**src/rtl/aud_pkg.sv**
```systemverilog
// Shared types and constants for the audio record/play sequencer.
// Build option AUD_CTRL_LOOP_PLAY_EN adds the S_RESTART loop state.
package aud_pkg;

  localparam int ADDR_W_DEF = 20;
  localparam int DATA_W_DEF = 16;

  // bit positions in the prioritised key vector
  localparam int KEY_PLAY = 0;
  localparam int KEY_REC  = 1;
  localparam int KEY_STOP = 2;

  typedef enum logic [2:0] {
    S_IDLE       = 3'd0,
    S_REC        = 3'd1,
    S_REC_PAUSE  = 3'd2,
    S_PLAY       = 3'd3,
    S_PLAY_PAUSE = 3'd4
`ifdef AUD_CTRL_LOOP_PLAY_EN
    ,
    S_RESTART    = 3'd5
`endif
  } aud_state_e;

  typedef struct packed {
    logic rec_start;
    logic rec_pause;
    logic rec_stop;
    logic dsp_start;
    logic dsp_pause;
    logic dsp_stop;
  } aud_ctl_t;

  // stop > rec > play; result is one-hot or zero
  function automatic logic [2:0] key_pri(
    input logic stop,
    input logic rec,
    input logic play
  );
    logic [2:0] k;
    k = 3'b000;
    if (stop)      k[KEY_STOP] = 1'b1;
    else if (rec)  k[KEY_REC]  = 1'b1;
    else if (play) k[KEY_PLAY] = 1'b1;
    return k;
  endfunction

endpackage

```
**src/rtl/aud_sram_mux.sv**
```systemverilog
// Registered SRAM port mux: recorder writes when rec_owner, else DSP reads.
// Ports: clk/rst, rec_owner, rec wr/addr/data, dsp rd/addr, sram addr/we/wdata.
module aud_sram_mux
  import aud_pkg::*;
#(
  parameter int ADDR_W = ADDR_W_DEF,
  parameter int DATA_W = DATA_W_DEF
) (
  input  logic              clk,
  input  logic              rst,
  input  logic              rec_owner,
  input  logic              rec_wr,
  input  logic [ADDR_W-1:0] rec_addr,
  input  logic [DATA_W-1:0] rec_data,
  input  logic              dsp_rd,
  input  logic [ADDR_W-1:0] dsp_addr,
  output logic [ADDR_W-1:0] sram_addr,
  output logic              sram_we,
  output logic [DATA_W-1:0] sram_wdata
);

  always_ff @(posedge clk) begin
    if (rst) begin
      sram_addr  <= '0;
      sram_we    <= 1'b0;
      sram_wdata <= '0;
    end else if (rec_owner) begin
      sram_we <= rec_wr;
      if (rec_wr) begin
        sram_addr  <= rec_addr;
        sram_wdata <= rec_data;
      end
    end else begin
      sram_we <= 1'b0;
      if (dsp_rd) sram_addr <= dsp_addr;
    end
  end

endmodule

```
**src/rtl/aud_mode_ctrl.sv**
```systemverilog
// Record/play sequencer: key pulses to recorder/DSP pulses, SRAM mux, take end.
// Build option AUD_CTRL_LOOP_PLAY_EN: loop playback via S_RESTART.
module aud_mode_ctrl
  import aud_pkg::*;
#(
  parameter int              ADDR_W   = ADDR_W_DEF,
  parameter int              DATA_W   = DATA_W_DEF,
  parameter logic [ADDR_W-1:0] MAX_ADDR = '1
) (
  input  logic              i_clk,
  input  logic              i_rst,
  input  logic              i_key_rec,
  input  logic              i_key_play,
  input  logic              i_key_stop,
  output logic              o_rec_start,
  output logic              o_rec_pause,
  output logic              o_rec_stop,
  input  logic              i_rec_wr,
  input  logic [ADDR_W-1:0] i_rec_addr,
  input  logic [DATA_W-1:0] i_rec_data,
  output logic              o_dsp_start,
  output logic              o_dsp_pause,
  output logic              o_dsp_stop,
  input  logic              i_dsp_rd,
  input  logic [ADDR_W-1:0] i_dsp_addr,
  output logic [ADDR_W-1:0] o_end_addr,
  output logic [ADDR_W-1:0] o_sram_addr,
  output logic              o_sram_we,
  output logic [DATA_W-1:0] o_sram_wdata,
  output logic [2:0]        o_state,
  output logic              o_full
);

  aud_state_e state_q, state_d;
  aud_ctl_t   ctl_q, ctl_d;
  logic       end_valid_q;
  logic       clr_take;
  logic       rec_owner;
  logic       wr_full;
  logic       take_end;
  logic [2:0] keys;

  assign keys      = key_pri(i_key_stop, i_key_rec, i_key_play);
  assign rec_owner = (state_q == S_REC) || (state_q == S_REC_PAUSE);
  assign wr_full   = rec_owner && i_rec_wr && (i_rec_addr == MAX_ADDR);
  assign take_end  = i_dsp_rd && (i_dsp_addr == o_end_addr);

  always_comb begin
    state_d  = state_q;
    ctl_d    = '0;
    clr_take = 1'b0;
    unique case (state_q)
      S_IDLE: begin
        unique case (1'b1)
          keys[KEY_STOP]: ;
          keys[KEY_REC]: begin
            ctl_d.rec_start = 1'b1;
            clr_take        = 1'b1;
            state_d         = S_REC;
          end
          keys[KEY_PLAY]: begin
            if (end_valid_q) begin
              ctl_d.dsp_start = 1'b1;
              state_d         = S_PLAY;
            end
          end
          default: ;
        endcase
      end
      S_REC: begin
        if (keys[KEY_STOP] || wr_full) begin
          ctl_d.rec_stop = 1'b1;
          state_d        = S_IDLE;
        end else if (keys[KEY_REC]) begin
          ctl_d.rec_pause = 1'b1;
          state_d         = S_REC_PAUSE;
        end
      end
      S_REC_PAUSE: begin
        if (keys[KEY_STOP] || wr_full) begin
          ctl_d.rec_stop = 1'b1;
          state_d        = S_IDLE;
        end else if (keys[KEY_REC]) begin
          ctl_d.rec_start = 1'b1;
          state_d         = S_REC;
        end
      end
      S_PLAY: begin
        if (keys[KEY_STOP]) begin
          ctl_d.dsp_stop = 1'b1;
          state_d        = S_IDLE;
        end else if (take_end) begin
          ctl_d.dsp_stop = 1'b1;
`ifdef AUD_CTRL_LOOP_PLAY_EN
          state_d        = S_RESTART;
`else
          state_d        = S_IDLE;
`endif
        end else if (keys[KEY_PLAY]) begin
          ctl_d.dsp_pause = 1'b1;
          state_d         = S_PLAY_PAUSE;
        end
      end
      S_PLAY_PAUSE: begin
        if (keys[KEY_STOP]) begin
          ctl_d.dsp_stop = 1'b1;
          state_d        = S_IDLE;
        end else if (keys[KEY_PLAY]) begin
          ctl_d.dsp_start = 1'b1;
          state_d         = S_PLAY;
        end
      end
`ifdef AUD_CTRL_LOOP_PLAY_EN
      S_RESTART: begin
        // DSP already stopped on entry; a stop key just abandons the loop
        if (keys[KEY_STOP]) begin
          state_d = S_IDLE;
        end else begin
          ctl_d.dsp_start = 1'b1;
          state_d         = S_PLAY;
        end
      end
`endif
      default: state_d = S_IDLE;
    endcase
  end

  always_ff @(posedge i_clk) begin
    if (i_rst) begin
      state_q <= S_IDLE;
      ctl_q   <= '0;
    end else begin
      state_q <= state_d;
      ctl_q   <= ctl_d;
    end
  end

  always_ff @(posedge i_clk) begin
    if (i_rst) begin
      o_end_addr  <= '0;
      end_valid_q <= 1'b0;
      o_full      <= 1'b0;
    end else if (clr_take) begin
      o_end_addr  <= '0;
      end_valid_q <= 1'b0;
      o_full      <= 1'b0;
    end else if (rec_owner && i_rec_wr) begin
      o_end_addr  <= i_rec_addr;
      end_valid_q <= 1'b1;
      if (wr_full) o_full <= 1'b1;
    end
  end

  assign o_rec_start = ctl_q.rec_start;
  assign o_rec_pause = ctl_q.rec_pause;
  assign o_rec_stop  = ctl_q.rec_stop;
  assign o_dsp_start = ctl_q.dsp_start;
  assign o_dsp_pause = ctl_q.dsp_pause;
  assign o_dsp_stop  = ctl_q.dsp_stop;
  assign o_state     = state_q;

  aud_sram_mux #(
    .ADDR_W(ADDR_W),
    .DATA_W(DATA_W)
  ) u_mux (
    .clk       (i_clk),
    .rst       (i_rst),
    .rec_owner (rec_owner),
    .rec_wr    (i_rec_wr),
    .rec_addr  (i_rec_addr),
    .rec_data  (i_rec_data),
    .dsp_rd    (i_dsp_rd),
    .dsp_addr  (i_dsp_addr),
    .sram_addr (o_sram_addr),
    .sram_we   (o_sram_we),
    .sram_wdata(o_sram_wdata)
  );

endmodule
```
**config.mk**
```make
export PLATFORM = sky130hd
export DESIGN_NAME = aud_mode_ctrl
export DESIGN_NICKNAME = d
export VERILOG_FILES = /design/src/rtl/aud_pkg.sv /design/src/rtl/aud_sram_mux.sv /design/src/rtl/aud_mode_ctrl.sv
export SDC_FILE = /design/constraint.sdc
export NUM_CORES = 1
export LEC_CHECK = 0
export ABC_AREA = 1
export BUFFER_PORTS_ARGS = -buffer_cell sky130_fd_sc_hd__clkbuf_2
export CAP_MARGIN = 20
export CORE_ASPECT_RATIO = 0.75
export CORE_UTILIZATION = 45
export DETAILED_ROUTE_END_ITERATION = 8
export PLACE_DENSITY = 0.78
export REMOVE_ABC_BUFFERS = 1
export SYNTH_ARGS = -nofsm -noshare
export SYNTH_HDL_FRONTEND = slang
export SYNTH_SLANG_ARGS = --single-unit
```
**constraint.sdc**
```tcl
create_clock -name i_clk -period 2.9 [get_ports i_clk]
set_input_delay 0.58 -clock i_clk [delete_from_list [all_inputs] [get_ports i_clk]]
set_output_delay 0.58 -clock i_clk [all_outputs]
set_load 0.01 [all_outputs]
```
==> results.txt <==
- In this run the power density over the cells is between 900 and 1000 mW/mm2.
- Walking the worst path, the cells encountered are inv_2 > nand3_1 > nand2_2 > nand2_2 > inv_2 > nand2_2 > nand3_1 > nand2_1 > nand2_1 > nand3_1 > nand2_1 > nand2_1 > nor2_1.
- Number of buffer cells added on primary ports: between 100 and 150
- The die covers ~0.0072 mm2.
* Top Family by Delay on Critical Path: simple AND/OR/NAND/NOR gates
* Vias in the first global route: between 3000 and 4000
* Placed Cells incl. Taps: 658
- Worst Tran Pin Value: between 0.5 and 0.6 ns
- After the first detailed-routing iteration, the DRC count stood at approximately 130.
- Buffering stage count on the worst path with inverters included: 2
* Portion of the post-synthesis area used by sequential elements: roughly 44%
- Final number of setup-violating endpoints: 0
* Run status: complete, no violations
* Floorplan Core Area: between 0.006 and 0.007 mm2
* Wire length reported by the detailed router: between 8000 and 9000 um
- Horizontal extent of the die: between 90 and 100 um
* Non-filler cells in the finished layout: 672
- Number of vias per cell: between 4 and 5
- # resized after CTS: 0
- Highest-count cells in the layout ignoring fill and taps: sky130_fd_sc_hd__nand2_1 (134), sky130_fd_sc_hd__clkbuf_2 (129), sky130_fd_sc_hd__nor2_1 (83)
- The path class of the tightest hold or removal check is flip-flop to flip-flop.
- The worst setup path is of the flip-flop to flip-flop kind.
- After clock tree synthesis, the clock-pin slew on the worst setup and hold paths is 0.07 ns.
- Summed over all cells, the static leakage comes to 2.008 nW.
- CTS tree: yes
* Peak supply drop: approximately 0.37 mV
- Data on the critical path arrives at its endpoint at 2.37 ns.
* CTS Hold Buffers Added: 0
- The number of clock buffers added by TritonCTS is 9.
- Setup repair after global routing left no endpoint under its margin.
* Count of pins over their slew limit: 0
* Post-synthesis average cell area: 6.640 um2
* Estimated wirelength of the detail-placed design: around 6400 um
- After technology mapping, the gate count stands at 463.
- Counting flops and latches in the post-synthesis netlist gives ~70.
- Synthesis warning total: 0
- Library cell appearing most often on the critical path: sky130_fd_sc_hd__nand2_1
- Synthesis instantiated 22 different standard cells from the library.
- In this run the core area contains 25 standard-cell rows.
* Effective utilization at floorplan: a little under half
- Final Net Count: approximately 650
- Antenna violations before repair: 0
- Post-synthesis instance area: a little over 0.003 mm2
- Chip height: 73.58 um
- Count of unresolved DRC violations after routing: 0
- Inserted Diodes: 0
* Clock Tree Root: sky130_fd_sc_hd__clkbuf_8
- Entering global routing, the biggest net connects 41 pins.
- Slowest stage cell on the critical path: sky130_fd_sc_hd__inv_2
- The worst setup path is launched from a flip-flop.
- Sum of negative setup slack: 0 ns
- The worst setup path is captured at a flip-flop.
* Time the final worst path needs with I/O delays and setup: about 2.1 ns
- The library cell used most frequently in the layout, excluding fill and tap cells, is sky130_fd_sc_hd__nand2_1.
* Setup Buffers After CTS: 0
- Static timing analysis puts the maximum clock frequency at between 400 and 500 MHz.
- Global-route wire length before repair: around 14000 um
* Fin crit share: between 70% and 80%
* Total congestion overflow after global routing: 0
* GRT Overall Usage: 25.10%
- GPL Wtd Cong: 0.8811
* Clock Tree Buf Depth: 2
- Total cell area at the placement stage: 0.003780 mm2
- For this run, the slowest stage of the critical path takes ~0.36 ns.
* Routed length per instance: ~13 um
- In this run the tightest slew margin relative to its limit is 61.87%.
* Count of H-tree levels built during CTS: 3
- Post-route clock skew: a little under 0.009 ns
- Number of filler cells placed in the layout: ~640
* Area overhead of the layout relative to synthesis: 28.04%
- STA puts the critical path data required time at approximately 3.2 ns.
- During I/O placement, the number of pins put on the boundary was 130.
- The count of nets left with antenna violations once routing finished came out at 0.
- Maximum fanout encountered on the critical timing path: 20
- Number of iterations in the first detailed-routing pass: 4
- Post-route design area: between 0.003 and 0.004 mm2
* Share of layout cells above drive strength 1: around a quarter
- Detailed routing inserted a total of ~3300 vias.
* Clock latency on the worst-skew pair: roughly 0.34 ns
- Max-cap violations in this run came to 0.
- Clk sink count: 68
* Number of hold-slack violations in the final timing report: 0
## synth_stat cells
library cell | n | area, um2
sky130_fd_sc_hd__a2111oi_0 | 1 | 8.760
sky130_fd_sc_hd__a211oi_1 | 17 | 127.6
sky130_fd_sc_hd__a21oi_1 | 8 | 40.04
sky130_fd_sc_hd__a31oi_1 | 20 | 125.1
sky130_fd_sc_hd__buf_1 | 2 | 7.510
sky130_fd_sc_hd__buf_2 | 9 | 45.04
sky130_fd_sc_hd__clkbuf_1 | 11 | 41.29
sky130_fd_sc_hd__dfxtp_1 | 68 | 1361
sky130_fd_sc_hd__inv_1 | 50 | 187.7
sky130_fd_sc_hd__inv_2 | 2 | 7.510
sky130_fd_sc_hd__nand2_1 | 134 | 503.0
sky130_fd_sc_hd__nand2_2 | 3 | 18.77
sky130_fd_sc_hd__nand3_1 | 9 | 45.04
sky130_fd_sc_hd__nand3b_1 | 1 | 7.510
sky130_fd_sc_hd__nor2_1 | 83 | 311.6
sky130_fd_sc_hd__nor3_1 | 2 | 10.01
sky130_fd_sc_hd__nor4_1 | 1 | 6.260
sky130_fd_sc_hd__o211ai_1 | 1 | 7.510
sky130_fd_sc_hd__o21ai_0 | 37 | 185.2
sky130_fd_sc_hd__or2_1 | 2 | 12.51
sky130_fd_sc_hd__or2_2 | 1 | 6.260
sky130_fd_sc_hd__xnor2_1 | 1 | 8.760
## path summary, 6_finish.rpt
check	to	slack (ns)	start	cells after the start
setup / recovery	o_state[0]	0.80	o_state[2]	13
hold / removal	u_mux.sram_wdata[0]	0.48	u_mux.sram_wdata[0]	2
setup reg to reg	o_state[0]	0.80	o_state[2]	13
hold reg to reg	u_mux.sram_wdata[0]	0.48	u_mux.sram_wdata[0]	2
## worst reg2reg max path, stage by stage, from the launching register on
cell and delay, ns:
sky130_fd_sc_hd__dfxtp_1 0.34, sky130_fd_sc_hd__inv_2 0.10, sky130_fd_sc_hd__nand3_1 0.12, sky130_fd_sc_hd__nand2_2 0.12, sky130_fd_sc_hd__nand2_2 0.20, sky130_fd_sc_hd__inv_2 0.36, sky130_fd_sc_hd__nand2_2 0.13, sky130_fd_sc_hd__nand3_1 0.09
sky130_fd_sc_hd__nand2_1 0.05, sky130_fd_sc_hd__nand2_1 0.05, sky130_fd_sc_hd__nand3_1 0.19, sky130_fd_sc_hd__nand2_1 0.13, sky130_fd_sc_hd__nand2_1 0.06, sky130_fd_sc_hd__nor2_1 0.10
## state kept, by name, indices dropped and copies added, names as in the netlist, 3 cells and up
register / cells
u_mux.sram_wdata: 16
o_state: 3
o_end_addr: 20
u_mux.sram_addr: 20
## final cells by class
cell class                 instances  area, um2  area share, %
sequential                        68       1361          34.58
inverter                          52      195.2          4.959
clock inverter                     3      15.01         0.3814
multi-input combinational        321       1424          36.17
tap                               81      101.3          2.575
timing repair buffer             136      698.2          17.74
clock buffer                      11      141.4          3.592
## stage by stage
stage,total power [W],hold slack [ns],setup WS [ns],utilization [%]
after CTS,0.003845,0.4713,0.7956,61.09
after floorplan,0.002455,0.4521,0.3994,-
after detailed placement,0.003184,0.4717,0.7918,58.66
final,0.003826,0.4815,0.8006,61.09
after global routing,0.004128,0.4948,0.5624,61.09
after global placement,0.003119,0.4595,0.9020,58.66
## per-layer routing
layer	part of all wire [%]	up-vias	GRT usage (%)
li1	-	1712	-
met1	47	1483	31.78
met2	45	128	41.57
met3	7.7	11	7.422
met4	1.1	0	8.170
met5	0	-	0
## where the power goes
| group | switching [W] | total, W | internal, W | leakage, nW |
|---|---|---|---|---|
| logic | 0.00113 | 0.00174 | 0.000612 | 1.37 |
| registers | 0.000179 | 0.00142 | 0.00124 | 0.558 |
| clock network | 0.000343 | 0.000663 | 0.000320 | 0.0848 |
## cell families after synthesis
logic type	Yosys count	synth area share, %
AND/OR/NAND/NOR	236	29.96
AO/OA/AOI/OAI	84	16.08
buffers and inverters	74	9.402
flip-flops	68	44.28
XOR/XNOR	1	0.2850
Power figures use the tool's default switching activity.
